### src/rtl/decode_stage_if.sv
// decode_stage_if: IF-side and EX-side handshake/bundle signals of decode_stage.
// slave = the decode stage itself, master = the surrounding pipeline.
interface decode_stage_if #(
  parameter int CNT_W = 16
);
  logic             if_valid;
  logic             if_ready;
  logic [31:0]      if_instr;
  logic [31:0]      if_pc;
  logic             flush;
  logic             ex_ready;
  logic             ex_valid;
  logic [31:0]      ex_pc;
  logic [31:0]      ex_instr;
  logic [4:0]       ex_rd;
  logic             ex_regwrite;
  logic             ex_memwrite;
  logic             ex_alusrc;
  logic             ex_is_load;
  logic [5:0]       ex_extop;
  logic [4:0]       ex_aluop;
  logic [2:0]       ex_npcop;
  logic [2:0]       ex_dmtype;
  logic [1:0]       ex_wdsel;
  logic             ex_illegal;
  logic             trapped;
  logic [CNT_W-1:0] stall_cnt;

  modport slave (
    input  if_valid, if_instr, if_pc, flush, ex_ready,
    output if_ready, ex_valid, ex_pc, ex_instr, ex_rd, ex_regwrite, ex_memwrite,
           ex_alusrc, ex_is_load, ex_extop, ex_aluop, ex_npcop, ex_dmtype,
           ex_wdsel, ex_illegal, trapped, stall_cnt
  );

  modport master (
    output if_valid, if_instr, if_pc, flush, ex_ready,
    input  if_ready, ex_valid, ex_pc, ex_instr, ex_rd, ex_regwrite, ex_memwrite,
           ex_alusrc, ex_is_load, ex_extop, ex_aluop, ex_npcop, ex_dmtype,
           ex_wdsel, ex_illegal, trapped, stall_cnt
  );
endinterface

### src/rtl/decode_stage.sv
// decode_stage: registered RV32I decode, 1-cycle latency; bundle holds while ex_ready is low,
// if_ready drops on hold/load-use/trap/flush. Define DECODE_RV32M_EN to decode RV32M instead of trapping.
module decode_stage #(
  parameter int CNT_W = 16
) (
  input  logic          clk,
  input  logic          rst,
  decode_stage_if.slave bus
);

  typedef struct packed {
    logic [4:0] rd;
    logic       regwrite;
    logic       memwrite;
    logic       alusrc;
    logic       is_load;
    logic [5:0] extop;
    logic [4:0] aluop;
    logic [2:0] npcop;
    logic [2:0] dmtype;
    logic [1:0] wdsel;
    logic       illegal;
  } ctrl_t;

  typedef enum logic {RUN, TRAP} state_t;

  localparam logic [6:0] OP_R     = 7'b0110011;
  localparam logic [6:0] OP_IMM   = 7'b0010011;
  localparam logic [6:0] OP_LOAD  = 7'b0000011;
  localparam logic [6:0] OP_STORE = 7'b0100011;
  localparam logic [6:0] OP_BR    = 7'b1100011;
  localparam logic [6:0] OP_JAL   = 7'b1101111;
  localparam logic [6:0] OP_JALR  = 7'b1100111;
  localparam logic [6:0] OP_LUI   = 7'b0110111;
  localparam logic [6:0] OP_AUIPC = 7'b0010111;

  localparam logic [5:0] EXT_SHAMT = 6'b100000;
  localparam logic [5:0] EXT_I     = 6'b010000;
  localparam logic [5:0] EXT_S     = 6'b001000;
  localparam logic [5:0] EXT_B     = 6'b000100;
  localparam logic [5:0] EXT_U     = 6'b000010;
  localparam logic [5:0] EXT_J     = 6'b000001;

  localparam logic [4:0] ALU_LUI = 5'd1,  ALU_AUIPC = 5'd2,  ALU_ADD = 5'd3,  ALU_SUB = 5'd4;
  localparam logic [4:0] ALU_BNE = 5'd5,  ALU_BLT = 5'd6,    ALU_BGE = 5'd7,  ALU_BLTU = 5'd8;
  localparam logic [4:0] ALU_BGEU = 5'd9, ALU_SLT = 5'd10,   ALU_SLTU = 5'd11, ALU_XOR = 5'd12;
  localparam logic [4:0] ALU_OR = 5'd13,  ALU_AND = 5'd14,   ALU_SLL = 5'd15, ALU_SRL = 5'd16;
  localparam logic [4:0] ALU_SRA = 5'd17;
`ifdef DECODE_RV32M_EN
  localparam logic [4:0] ALU_MUL = 5'd18;
`endif

  logic [6:0] opcode;
  logic [2:0] funct3;
  logic [6:0] funct7;
  logic [4:0] rs1, rs2;

  assign opcode = bus.if_instr[6:0];
  assign funct3 = bus.if_instr[14:12];
  assign funct7 = bus.if_instr[31:25];
  assign rs1    = bus.if_instr[19:15];
  assign rs2    = bus.if_instr[24:20];

  ctrl_t  dec;
  logic   use_rs1, use_rs2, legal;

  always_comb begin
    dec     = '0;
    use_rs1 = 1'b0;
    use_rs2 = 1'b0;
    legal   = 1'b1;
    case (opcode)
      OP_R: begin
        dec.regwrite = 1'b1;
        use_rs1      = 1'b1;
        use_rs2      = 1'b1;
        case ({funct7, funct3})
          {7'h00, 3'd0}: dec.aluop = ALU_ADD;
          {7'h20, 3'd0}: dec.aluop = ALU_SUB;
          {7'h00, 3'd1}: dec.aluop = ALU_SLL;
          {7'h00, 3'd2}: dec.aluop = ALU_SLT;
          {7'h00, 3'd3}: dec.aluop = ALU_SLTU;
          {7'h00, 3'd4}: dec.aluop = ALU_XOR;
          {7'h00, 3'd5}: dec.aluop = ALU_SRL;
          {7'h20, 3'd5}: dec.aluop = ALU_SRA;
          {7'h00, 3'd6}: dec.aluop = ALU_OR;
          {7'h00, 3'd7}: dec.aluop = ALU_AND;
          default:       legal     = 1'b0;
        endcase
`ifdef DECODE_RV32M_EN
        if (funct7 == 7'h01) begin
          dec.aluop = ALU_MUL + {2'b00, funct3};
          legal     = 1'b1;
        end
`endif
      end
      OP_IMM: begin
        dec.regwrite = 1'b1;
        dec.alusrc   = 1'b1;
        dec.extop    = EXT_I;
        use_rs1      = 1'b1;
        case (funct3)
          3'd0: dec.aluop = ALU_ADD;
          3'd2: dec.aluop = ALU_SLT;
          3'd3: dec.aluop = ALU_SLTU;
          3'd4: dec.aluop = ALU_XOR;
          3'd6: dec.aluop = ALU_OR;
          3'd7: dec.aluop = ALU_AND;
          3'd1: begin
            dec.extop = EXT_SHAMT;
            dec.aluop = ALU_SLL;
            legal     = (funct7 == 7'h00);
          end
          default: begin  // 3'd5: srli/srai share funct3, funct7 selects
            dec.extop = EXT_SHAMT;
            dec.aluop = (funct7 == 7'h20) ? ALU_SRA : ALU_SRL;
            legal     = (funct7 == 7'h00) || (funct7 == 7'h20);
          end
        endcase
      end
      OP_LOAD: begin
        dec.regwrite = 1'b1;
        dec.alusrc   = 1'b1;
        dec.is_load  = 1'b1;
        dec.extop    = EXT_I;
        dec.aluop    = ALU_ADD;
        dec.wdsel    = 2'b01;
        use_rs1      = 1'b1;
        case (funct3)
          3'd0:    dec.dmtype = 3'b011;
          3'd1:    dec.dmtype = 3'b001;
          3'd2:    dec.dmtype = 3'b000;
          3'd4:    dec.dmtype = 3'b100;
          3'd5:    dec.dmtype = 3'b010;
          default: legal      = 1'b0;
        endcase
      end
      OP_STORE: begin
        dec.memwrite = 1'b1;
        dec.alusrc   = 1'b1;
        dec.extop    = EXT_S;
        dec.aluop    = ALU_ADD;
        use_rs1      = 1'b1;
        use_rs2      = 1'b1;
        case (funct3)
          3'd0:    dec.dmtype = 3'b011;
          3'd1:    dec.dmtype = 3'b001;
          3'd2:    dec.dmtype = 3'b000;
          default: legal      = 1'b0;
        endcase
      end
      OP_BR: begin
        dec.extop = EXT_B;
        dec.npcop = 3'b001;
        use_rs1   = 1'b1;
        use_rs2   = 1'b1;
        case (funct3)
          3'd0:    dec.aluop = ALU_SUB;
          3'd1:    dec.aluop = ALU_BNE;
          3'd4:    dec.aluop = ALU_BLT;
          3'd5:    dec.aluop = ALU_BGE;
          3'd6:    dec.aluop = ALU_BLTU;
          3'd7:    dec.aluop = ALU_BGEU;
          default: legal     = 1'b0;
        endcase
      end
      OP_JAL: begin
        dec.regwrite = 1'b1;
        dec.alusrc   = 1'b1;
        dec.extop    = EXT_J;
        dec.npcop    = 3'b010;
        dec.wdsel    = 2'b10;
      end
      OP_JALR: begin
        dec.regwrite = 1'b1;
        dec.alusrc   = 1'b1;
        dec.extop    = EXT_I;
        dec.aluop    = ALU_ADD;
        dec.npcop    = 3'b100;
        dec.wdsel    = 2'b10;
        use_rs1      = 1'b1;
        legal        = (funct3 == 3'd0);
      end
      OP_LUI: begin
        dec.regwrite = 1'b1;
        dec.alusrc   = 1'b1;
        dec.extop    = EXT_U;
        dec.aluop    = ALU_LUI;
      end
      OP_AUIPC: begin
        dec.regwrite = 1'b1;
        dec.alusrc   = 1'b1;
        dec.extop    = EXT_U;
        dec.aluop    = ALU_AUIPC;
      end
      default: legal = 1'b0;
    endcase
    // rd is only meaningful for writers; stores/branches carry immediate bits there
    dec.rd = dec.regwrite ? bus.if_instr[11:7] : 5'd0;
    if (!legal) begin
      dec         = '0;
      dec.illegal = 1'b1;
      use_rs1     = 1'b0;
      use_rs2     = 1'b0;
    end
  end

  state_t           state_q, state_d;
  logic             ex_valid_q;
  ctrl_t            ex_ctrl_q;
  logic [31:0]      ex_pc_q, ex_instr_q;
  logic [CNT_W-1:0] cnt_q;
  logic             reg_free, hazard, if_ready_int, accept;

  assign reg_free = ~ex_valid_q | bus.ex_ready;
  assign hazard   = bus.if_valid & ex_valid_q & ex_ctrl_q.is_load & (ex_ctrl_q.rd != 5'd0) &
                    ((use_rs1 & (rs1 == ex_ctrl_q.rd)) | (use_rs2 & (rs2 == ex_ctrl_q.rd)));
  assign if_ready_int = ~rst & (state_q == RUN) & ~bus.flush & ~hazard & reg_free;
  assign accept       = bus.if_valid & if_ready_int;

  always_comb begin
    state_d = state_q;
    if (bus.flush) begin
      state_d = RUN;
    end else if ((state_q == RUN) && accept && dec.illegal) begin
      state_d = TRAP;
    end
  end

  always_ff @(posedge clk) begin
    if (rst) state_q <= RUN;
    else     state_q <= state_d;
  end

  always_ff @(posedge clk) begin
    if (rst) begin
      ex_valid_q <= 1'b0;
      ex_ctrl_q  <= '0;
      ex_pc_q    <= '0;
      ex_instr_q <= '0;
    end else if (bus.flush) begin
      ex_valid_q <= 1'b0;
    end else if (accept) begin
      ex_valid_q <= 1'b1;
      ex_ctrl_q  <= dec;
      ex_pc_q    <= bus.if_pc;
      ex_instr_q <= bus.if_instr;
    end else if (reg_free) begin
      ex_valid_q <= 1'b0;
    end
  end

  always_ff @(posedge clk) begin
    if (rst) begin
      cnt_q <= '0;
    end else if (hazard && reg_free && !bus.flush && !(&cnt_q)) begin
      cnt_q <= cnt_q + CNT_W'(1);
    end
  end

  assign bus.if_ready    = if_ready_int;
  assign bus.ex_valid    = ex_valid_q;
  assign bus.ex_pc       = ex_pc_q;
  assign bus.ex_instr    = ex_instr_q;
  assign bus.ex_rd       = ex_ctrl_q.rd;
  assign bus.ex_regwrite = ex_ctrl_q.regwrite;
  assign bus.ex_memwrite = ex_ctrl_q.memwrite;
  assign bus.ex_alusrc   = ex_ctrl_q.alusrc;
  assign bus.ex_is_load  = ex_ctrl_q.is_load;
  assign bus.ex_extop    = ex_ctrl_q.extop;
  assign bus.ex_aluop    = ex_ctrl_q.aluop;
  assign bus.ex_npcop    = ex_ctrl_q.npcop;
  assign bus.ex_dmtype   = ex_ctrl_q.dmtype;
  assign bus.ex_wdsel    = ex_ctrl_q.wdsel;
  assign bus.ex_illegal  = ex_ctrl_q.illegal;
  assign bus.trapped     = (state_q == TRAP);
  assign bus.stall_cnt   = cnt_q;

endmodule

### src/flat_wrapper.sv
// flat-port wrapper written by rule: the top's interface ports become plain ports
module decode_stage_flat 
#(
  parameter int CNT_W = 16
)
  (clk, rst, bus_if_valid, bus_if_instr, bus_if_pc, bus_flush, bus_ex_ready, bus_if_ready, bus_ex_valid, bus_ex_pc, bus_ex_instr, bus_ex_rd, bus_ex_regwrite, bus_ex_memwrite, bus_ex_alusrc, bus_ex_is_load, bus_ex_extop, bus_ex_aluop, bus_ex_npcop, bus_ex_dmtype, bus_ex_wdsel, bus_ex_illegal, bus_trapped, bus_stall_cnt);
  decode_stage_if #(.CNT_W(CNT_W)) bus_i ();
  input  logic clk;
  input  logic rst;
  input wire logic [$bits(bus_i.if_valid)-1:0] bus_if_valid;
  input wire logic [$bits(bus_i.if_instr)-1:0] bus_if_instr;
  input wire logic [$bits(bus_i.if_pc)-1:0] bus_if_pc;
  input wire logic [$bits(bus_i.flush)-1:0] bus_flush;
  input wire logic [$bits(bus_i.ex_ready)-1:0] bus_ex_ready;
  output wire logic [$bits(bus_i.if_ready)-1:0] bus_if_ready;
  output wire logic [$bits(bus_i.ex_valid)-1:0] bus_ex_valid;
  output wire logic [$bits(bus_i.ex_pc)-1:0] bus_ex_pc;
  output wire logic [$bits(bus_i.ex_instr)-1:0] bus_ex_instr;
  output wire logic [$bits(bus_i.ex_rd)-1:0] bus_ex_rd;
  output wire logic [$bits(bus_i.ex_regwrite)-1:0] bus_ex_regwrite;
  output wire logic [$bits(bus_i.ex_memwrite)-1:0] bus_ex_memwrite;
  output wire logic [$bits(bus_i.ex_alusrc)-1:0] bus_ex_alusrc;
  output wire logic [$bits(bus_i.ex_is_load)-1:0] bus_ex_is_load;
  output wire logic [$bits(bus_i.ex_extop)-1:0] bus_ex_extop;
  output wire logic [$bits(bus_i.ex_aluop)-1:0] bus_ex_aluop;
  output wire logic [$bits(bus_i.ex_npcop)-1:0] bus_ex_npcop;
  output wire logic [$bits(bus_i.ex_dmtype)-1:0] bus_ex_dmtype;
  output wire logic [$bits(bus_i.ex_wdsel)-1:0] bus_ex_wdsel;
  output wire logic [$bits(bus_i.ex_illegal)-1:0] bus_ex_illegal;
  output wire logic [$bits(bus_i.trapped)-1:0] bus_trapped;
  output wire logic [$bits(bus_i.stall_cnt)-1:0] bus_stall_cnt;
  assign bus_i.if_valid = bus_if_valid;
  assign bus_i.if_instr = bus_if_instr;
  assign bus_i.if_pc = bus_if_pc;
  assign bus_i.flush = bus_flush;
  assign bus_i.ex_ready = bus_ex_ready;
  assign bus_if_ready = bus_i.if_ready;
  assign bus_ex_valid = bus_i.ex_valid;
  assign bus_ex_pc = bus_i.ex_pc;
  assign bus_ex_instr = bus_i.ex_instr;
  assign bus_ex_rd = bus_i.ex_rd;
  assign bus_ex_regwrite = bus_i.ex_regwrite;
  assign bus_ex_memwrite = bus_i.ex_memwrite;
  assign bus_ex_alusrc = bus_i.ex_alusrc;
  assign bus_ex_is_load = bus_i.ex_is_load;
  assign bus_ex_extop = bus_i.ex_extop;
  assign bus_ex_aluop = bus_i.ex_aluop;
  assign bus_ex_npcop = bus_i.ex_npcop;
  assign bus_ex_dmtype = bus_i.ex_dmtype;
  assign bus_ex_wdsel = bus_i.ex_wdsel;
  assign bus_ex_illegal = bus_i.ex_illegal;
  assign bus_trapped = bus_i.trapped;
  assign bus_stall_cnt = bus_i.stall_cnt;
  decode_stage #(.CNT_W(CNT_W)) u_core (.clk(clk), .rst(rst), .bus(bus_i));
endmodule
### config.mk
export PLATFORM = sky130hd
export DESIGN_NAME = decode_stage_flat
export DESIGN_NICKNAME = d
export VERILOG_FILES = /design/src/rtl/decode_stage_if.sv /design/src/rtl/decode_stage.sv /design/src/flat_wrapper.sv
export SDC_FILE = /design/constraint.sdc
export NUM_CORES = 1
export LEC_CHECK = 0
export ABC_AREA = 1
export BUFFER_PORTS_ARGS = -buffer_cell sky130_fd_sc_hd__buf_2
export CAP_MARGIN = 20
export CORE_MARGIN = 4
export CORE_UTILIZATION = 45
export CTS_CLUSTER_SIZE = 8
export DETAILED_ROUTE_END_ITERATION = 8
export PLACE_DENSITY = 0.75
export SLEW_MARGIN = 20
export SYNTH_ARGS = -nofsm -noshare
export SYNTH_HDL_FRONTEND = slang
export SYNTH_SLANG_ARGS = --single-unit
### constraint.sdc
create_clock -name clk -period 1.62 [get_ports clk]
set_input_delay 0.081 -clock clk [delete_from_list [all_inputs] [get_ports clk]]
set_output_delay 0.081 -clock clk [all_outputs]
set_load 0.05 [all_outputs]
# --- Word-level counts from Yosys, hierarchy flattened ---
# Cells that the tools add are included.
word_totals:
  word_cells: 123
  out_inout_bits: 112
  mem_count: 0
  regBits: 111
  latch_bits: 0
  mem_bits_ro: 0
  ramBits: 0
op_classes:
  n_reduce_logical: 30
  order_cmp: 0
  mux: 30
  eq_ne: 28
  n_addsub: 1
  n_shift: 0
  mul: 0
  bitwise_logic: 18
  div_mod_pow: 0
op_table:
  columns: ["cell", "count"]
  rows:
  - ["5-bit case mux with 10 select lines", 1]
  - ["10-bit by 3-bit equality test with 1-bit output, second input constant", 4]
  - ["6-bit case mux with 6 select lines", 1]
  - ["5-bit case mux with 7 select lines", 1]
  - ["5-bit case mux with 6 select lines", 1]
  - ["29-bit 2-to-1 mux", 1]
  - ["7-bit by 6-bit equality test with 1-bit output, second input constant", 4]
  - ["4-bit case mux with 6 select lines", 1]
  - ["7-bit equality test, second input constant", 3]
  - ["10-bit by 2-bit equality test with 1-bit output, second input constant", 2]
  - ["10-bit by 9-bit equality test with 1-bit output, second input constant", 2]
  - ["6-bit OR reduction", 3]
  - ["16-bit by 1-bit adder with 16-bit output, second input constant", 1]
  - ["16-bit AND reduction", 1]
  - ["1-bit 2-to-1 mux", 15]
  - ["7-bit by 5-bit equality test with 1-bit output, second input constant", 2]
  - ["7-bit OR reduction", 2]
  - ["3-bit equality test, second input constant", 4]
  - ["3-bit case mux with 4 select lines", 1]
  - ["3-bit OR reduction", 4]
  - ["1-bit AND", 11]
  - ["10-bit by 1-bit equality test with 1-bit output, second input constant", 1]
  - ["5-bit equality test", 2]
  - ["10-bit logical NOT", 1]
  - ["other kinds (23)", 38]

# --- Depth between registers and ports, before layout ---
logic_depth:
  depth_word: 14
  depth_mapped: 17
  ltp_nobuf: 16

# --- Least setup slack after synthesis ---
# Ideal clock, no wire load.
synth_path:
  kind: "reg-to-output"
  start: "register u_core.ex_ctrl_q (netlist bit u_core.bus.ex_rd[4])"
  end: "output bus_if_ready"
  path_slack_ns: -1.352
  path_stages_with_launch: 10
  arrival_ns: 2.891
  n_path_buf: 0
  path_cell_list: "dfxtp_1 inv_1 or2_2 nand4_1 nor2_1 nand2_1 nand2_1 nand2_1 nor2_1 nor4_1"
synth_between:
  elab_chain_cells: 7
  elab_cells_between_ends: 11
  cone_classes: "2 x eq/ne; 8 x bitwise; 1 x reduce/logical"
synth_lines:
  columns: ["item", "line", "text"]
  rows:
  - ["start, declared", "decode_stage.sv:210", "ctrl_t ex_ctrl_q;"]
  - ["start signal, assigned", "decode_stage.sv:238", "ex_ctrl_q <= '0;"]
  - ["start signal, assigned", "decode_stage.sv:245", "ex_ctrl_q <= dec;"]
  - ["5-bit equality test", "decode_stage.sv:217", "((use_rs1 & (rs1 == ex_ctrl_q.rd)) | (use_rs2 & (rs2 == ex_ctrl_q.rd)));"]
  - ["1-bit AND", "decode_stage.sv:217", null]
  - ["1-bit OR", "decode_stage.sv:217", null]
  - ["1-bit AND *", "decode_stage.sv:216", "assign hazard = bus.if_valid & ex_valid_q & ex_ctrl_q.is_load & (ex_ctrl_q.rd != 5'd0) &"]
  - ["1-bit inverter *", "decode_stage.sv:218", "assign if_ready_int = ~rst & (state_q == RUN) & ~bus.flush & ~hazard & reg_free;"]
  - ["1-bit AND * (2 in series)", "decode_stage.sv:218", null]
  - ["end, declared", "flat_wrapper.sv:15", "output wire logic [$bits(bus_i.if_ready)-1:0] bus_if_ready;"]
# Every way passes the cells marked *; elsewhere a longest branch is shown, timed or not.

# --- Worst setup path after layout ---
layout_path:
  start: "register u_core.ex_ctrl_q (netlist bit u_core.bus.ex_rd[3])"
  end: "register u_core.ex_pc_q[15], in the netlist u_core.bus.ex_pc[15]"
layout_between:
  elab_chain_cells: 9
  elab_cells_between_ends: 13
  cone_classes: "2 x eq/ne; 9 x bitwise; 2 x reduce/logical"
layout_lines:
  columns: ["item", "line", "text"]
  rows:
  - ["5-bit equality test", "decode_stage.sv:217", null]
  - ["1-bit AND", "decode_stage.sv:217", null]
  - ["1-bit OR", "decode_stage.sv:217", null]
  - ["1-bit AND *", "decode_stage.sv:216", null]
  - ["1-bit inverter *", "decode_stage.sv:218", null]
  - ["1-bit AND * (2 in series)", "decode_stage.sv:218", null]
  - ["1-bit AND *", "decode_stage.sv:219", "assign accept = bus.if_valid & if_ready_int;"]
  - ["2-bit AND reduction (no line) *", null, null]
  - ["end signal, assigned", "decode_stage.sv:246", "ex_pc_q <= bus.if_pc;"]
  - ["end, declared", "decode_stage.sv:211", "logic [31:0] ex_pc_q, ex_instr_q;"]
# Marks and branches as above.
# A chain may end at the register's enable or synchronous reset.

==> results.md <==
- Post-route DRC violation count: 0
- Biggest fanout along the worst timing path: 9
- Run status: finished with violations
- Mapped Cells: 748
- Post-Route Skew: 0.00970 ns
- Data arrival time of the critical path: 2.26 ns
- Boundary pin count: 181
- Setup repair after global routing missed its margin: yes
- Net switching power: 1.76 mW
- Unique masters post-synth: 31
- Power per cell area: 725 nW/um^2
- Number of vias per cell: 5.18
- Share of total power consumed by net switching: 28.0%
- Part of the power in registers: 44.4%
- Initial Util: 46.4%
- DRT Wirelength: 20.0 mm
- Clock edge transition at the registers on the reported setup and hold paths: 0.08 ns
- Number of CTS-inserted buffers: 9
- Most common library cell in the layout ignoring fill and taps: nand2_1
- Final design instance area without fill: 8660 um^2
- Clock insertion delay at the later pin of the skew report: 0.36 ns
- # placed instances: 1145
- Leading post-synthesis cells by cell area: dfxtp_1, nand2_1, a21oi_1
- Placed instance area: 6960 um^2
- Overflow left after global routing: 0
- Cell type with the highest aggregate area in the netlist: dfxtp_1
- CTS tree: yes
- Post-detailed-route count of antenna-violating nets: 0
- Wirelength per Cell: 16.3 um
- Slew @ Worst Pin: 1.08 ns
- Detailed Place HPWL: 12.0 mm
- Largest net degree at the start of global routing: 94
- Portion of total power attributed to combinational logic: 18.0%
- Met1 Resource Use GR: 33.7%
- NumNets Final: 1152
- Footprint of the flip-flops and latches: 2260 um^2
- IO buf count: 180
- Pins over their slew limit: 0
- Internal power of the cells: 4.52 mW
- Relative area change from synthesis to final layout: 70.8%
- Fraction of met3 tracks used by global routing: 6.18%
- Netlist area before placement: 5070 um^2
- Endpoint kind of the worst setup timing path: flop
- GR Layer Usage met2: 49.5%
- Violated checks: setup timing
- Ant diodes: 0
- Worst vdd rail ir drop: 0.000713 V
- CTS Sinks: 110
- Share of Yosys cell area claimed by the top area cell type: 43.4%
- Max Fclk: 502 MHz
- Number of global-route vias before repair: 6250
- Number of DRC markers in iteration 0: 533
- Yosys warns: 0
- Relative slew slack: 27.7%
- First-pass detailed-route iteration total: 5
- Wire length of the first global-routing pass: 29.9 mm
- DR vias: 6351
- Clock tree root buffer cell: clkbuf_16
- Startpoint kind of the worst setup timing path: flop
- Die Ht: 114 um
- Area of the core region: 10900 um^2
- Sequential cell area fraction in the yosys report: 43.4%
- Overall track demand over capacity in global routing: 28.6%
- Min setup slack post-route: -0.371 ns
- Global route hottest layer: met2
- Register bit total from synthesis: 110
- Time the final worst path needs with I/O delays and setup: 1.99 ns
- Critical register-to-register path startpoint: u_core.bus.ex_rd[3]
- Count of fill cells added during filler insertion: 713
- Accumulated negative setup slack: -34.15 ns
- Share of post-route cells with drive strength above 1: 44.3%
- Leakage Power: 3.96 nW
- Post-synthesis net count: 818
- Required @ worst endpoint: 1.89 ns
- Worst hold-check slack: 0.00630 ns
- Post-route insts no fill: 1227
- Launch point of the worst hold path: bus_if_instr[16]
- Path class of the lowest-slack min-delay path: primary input to flop
- Max cap viols: 0
- Number of levels in the clock H-tree: 3
- Die area: 13000 um^2
- Overall power: 6.28 mW
- Antenna violations before repair: 0
- Die outline width: 114 um
- Area used by multi-input combinational logic: 2960 um^2
- Mean instance size in the synthesized netlist: 6.78 um^2
- Post-place setup slack: -0.402 ns
- Final Core Density: 79.2%
- Count of endpoints failing setup in the final report: 111
- Critical path class: flop to flop
- Maximum buffer depth of the clock tree: 2
- Clk network pwr share: 37.7%
- Final hold vios: 0
- Most frequent cells in the layout: nand2_1, buf_2, buf_4, dfxtp_1, a21oi_1
- Final GP Congestion: 0.946
- Final period utilization: 123%
- Std cell rows: 38
- Launching instance or port of the critical path: u_core.bus.ex_rd[3]
[kinds of logic (layout without fill, tap and decap cells)]
family | after synthesis | in the layout | share of synthesized area (%)
AO/OA/AOI/OAI | 134 | 134 | 13.7
XOR/XNOR | 8 | 8 | 1.38
adder cells (fa/ha/maj) | 1 | 1 | 0.247
buffers and inverters | 98 | 437 | 9.35
flip-flops | 110 | 110 | 43.4
AND/OR/NAND/NOR | 397 | 397 | 31.9
[repair_timing]
action	in CTS	in global routing
resized for setup	113	58
pin swaps	24	31
hold buffers	45	0
cloned	7	4
hold endpoints to repair	47	0
setup buffers	5	6
endpoints found under the setup margin	111	111
[area by class of cell]
| class | count | area share (%) |
|---|---|---|
| Multi-Input combinational cell | 540 | 34.2 |
| Timing Repair Buffer | 355 | 31.1 |
| Sequential cell | 110 | 26.1 |
| Inverter | 66 | 2.98 |
| Clock buffer | 11 | 2.93 |
| Tap cell | 140 | 2.02 |
| Clock inverter | 5 | 0.737 |
[path summary, 6_finish.rpt]
path,cells after the start,slack [ns],to
worst min-delay path,3,0.006,u_core.bus.ex_instr[16]
worst max register to register,14,-0.37,u_core.bus.ex_pc[15]
worst max-delay path,14,-0.37,u_core.bus.ex_pc[15]
worst min register to register,1,0.45,u_core.bus.stall_cnt[13]
[layer usage]
metal  up-vias  routed length (um)  part of all wire (%)
li1       3080                   -                     -
met1      2926                7970                    40
met2       282                9870                    49
met3        63                1410                   7.0
met4         0                 784                   3.9
met5         -                   0                     0
[cell usage after synthesis (all sizes together)]
library cell  count
nand2           256
dfxtp           110
a21oi           104
nor2             76
inv              65
nand3            40
buf              21
o21ai            18
clkbuf           11
nand4            10
nor3              9
xor2              7
a31oi             4
o211ai            4
nor4              3
or2               2
a211oi            1
a21o              1
clkinv            1
ha                1
nand3b            1
o22ai             1
o32ai             1
xnor2             1
[flip-flops by register name (all words and copies together) (netlist names)]
signal and flops:
u_core.bus.ex_extop 6, u_core.bus.ex_is_load 1, u_core.bus.ex_aluop 5, u_core.bus.ex_pc 32, u_core.bus.stall_cnt 16, u_core.bus.ex_valid 1, u_core.bus.ex_wdsel 1, u_core.bus.ex_rd 5
u_core.bus.ex_illegal 1, u_core.bus.ex_dmtype 3, u_core.bus.ex_regwrite 1, u_core.bus.trapped 1, u_core.bus.ex_instr 32, u_core.bus.ex_npcop 3, u_core.bus.ex_memwrite 1, u_core.bus.ex_alusrc 1
[critical path: stages, from the launching register on]
cell and delay, ns:
dfxtp_4 0.36, buf_6 0.12, nand2_4 0.07, nand2_4 0.05, nor2_2 0.10, nand2_1 0.06, nor2_2 0.10, nand2_2 0.10
a21oi_4 0.18, nand2_2 0.09, nand3_4 0.15, buf_12 0.18, buf_8 0.14, nand2_1 0.06, a21oi_1 0.15
[power groups by stage]
stage               clock [mW]  sequential, mW  combinational (mW)
detailed placement           0            2.84               0.855
CTS                       2.38            2.78                1.05
global placement             0            2.84               0.849
finish                    2.36            2.78                1.13
global route              2.48            2.79                1.19
floorplan                    0            3.05               0.293
No activity file was read; power rests on OpenSTA's default activity.
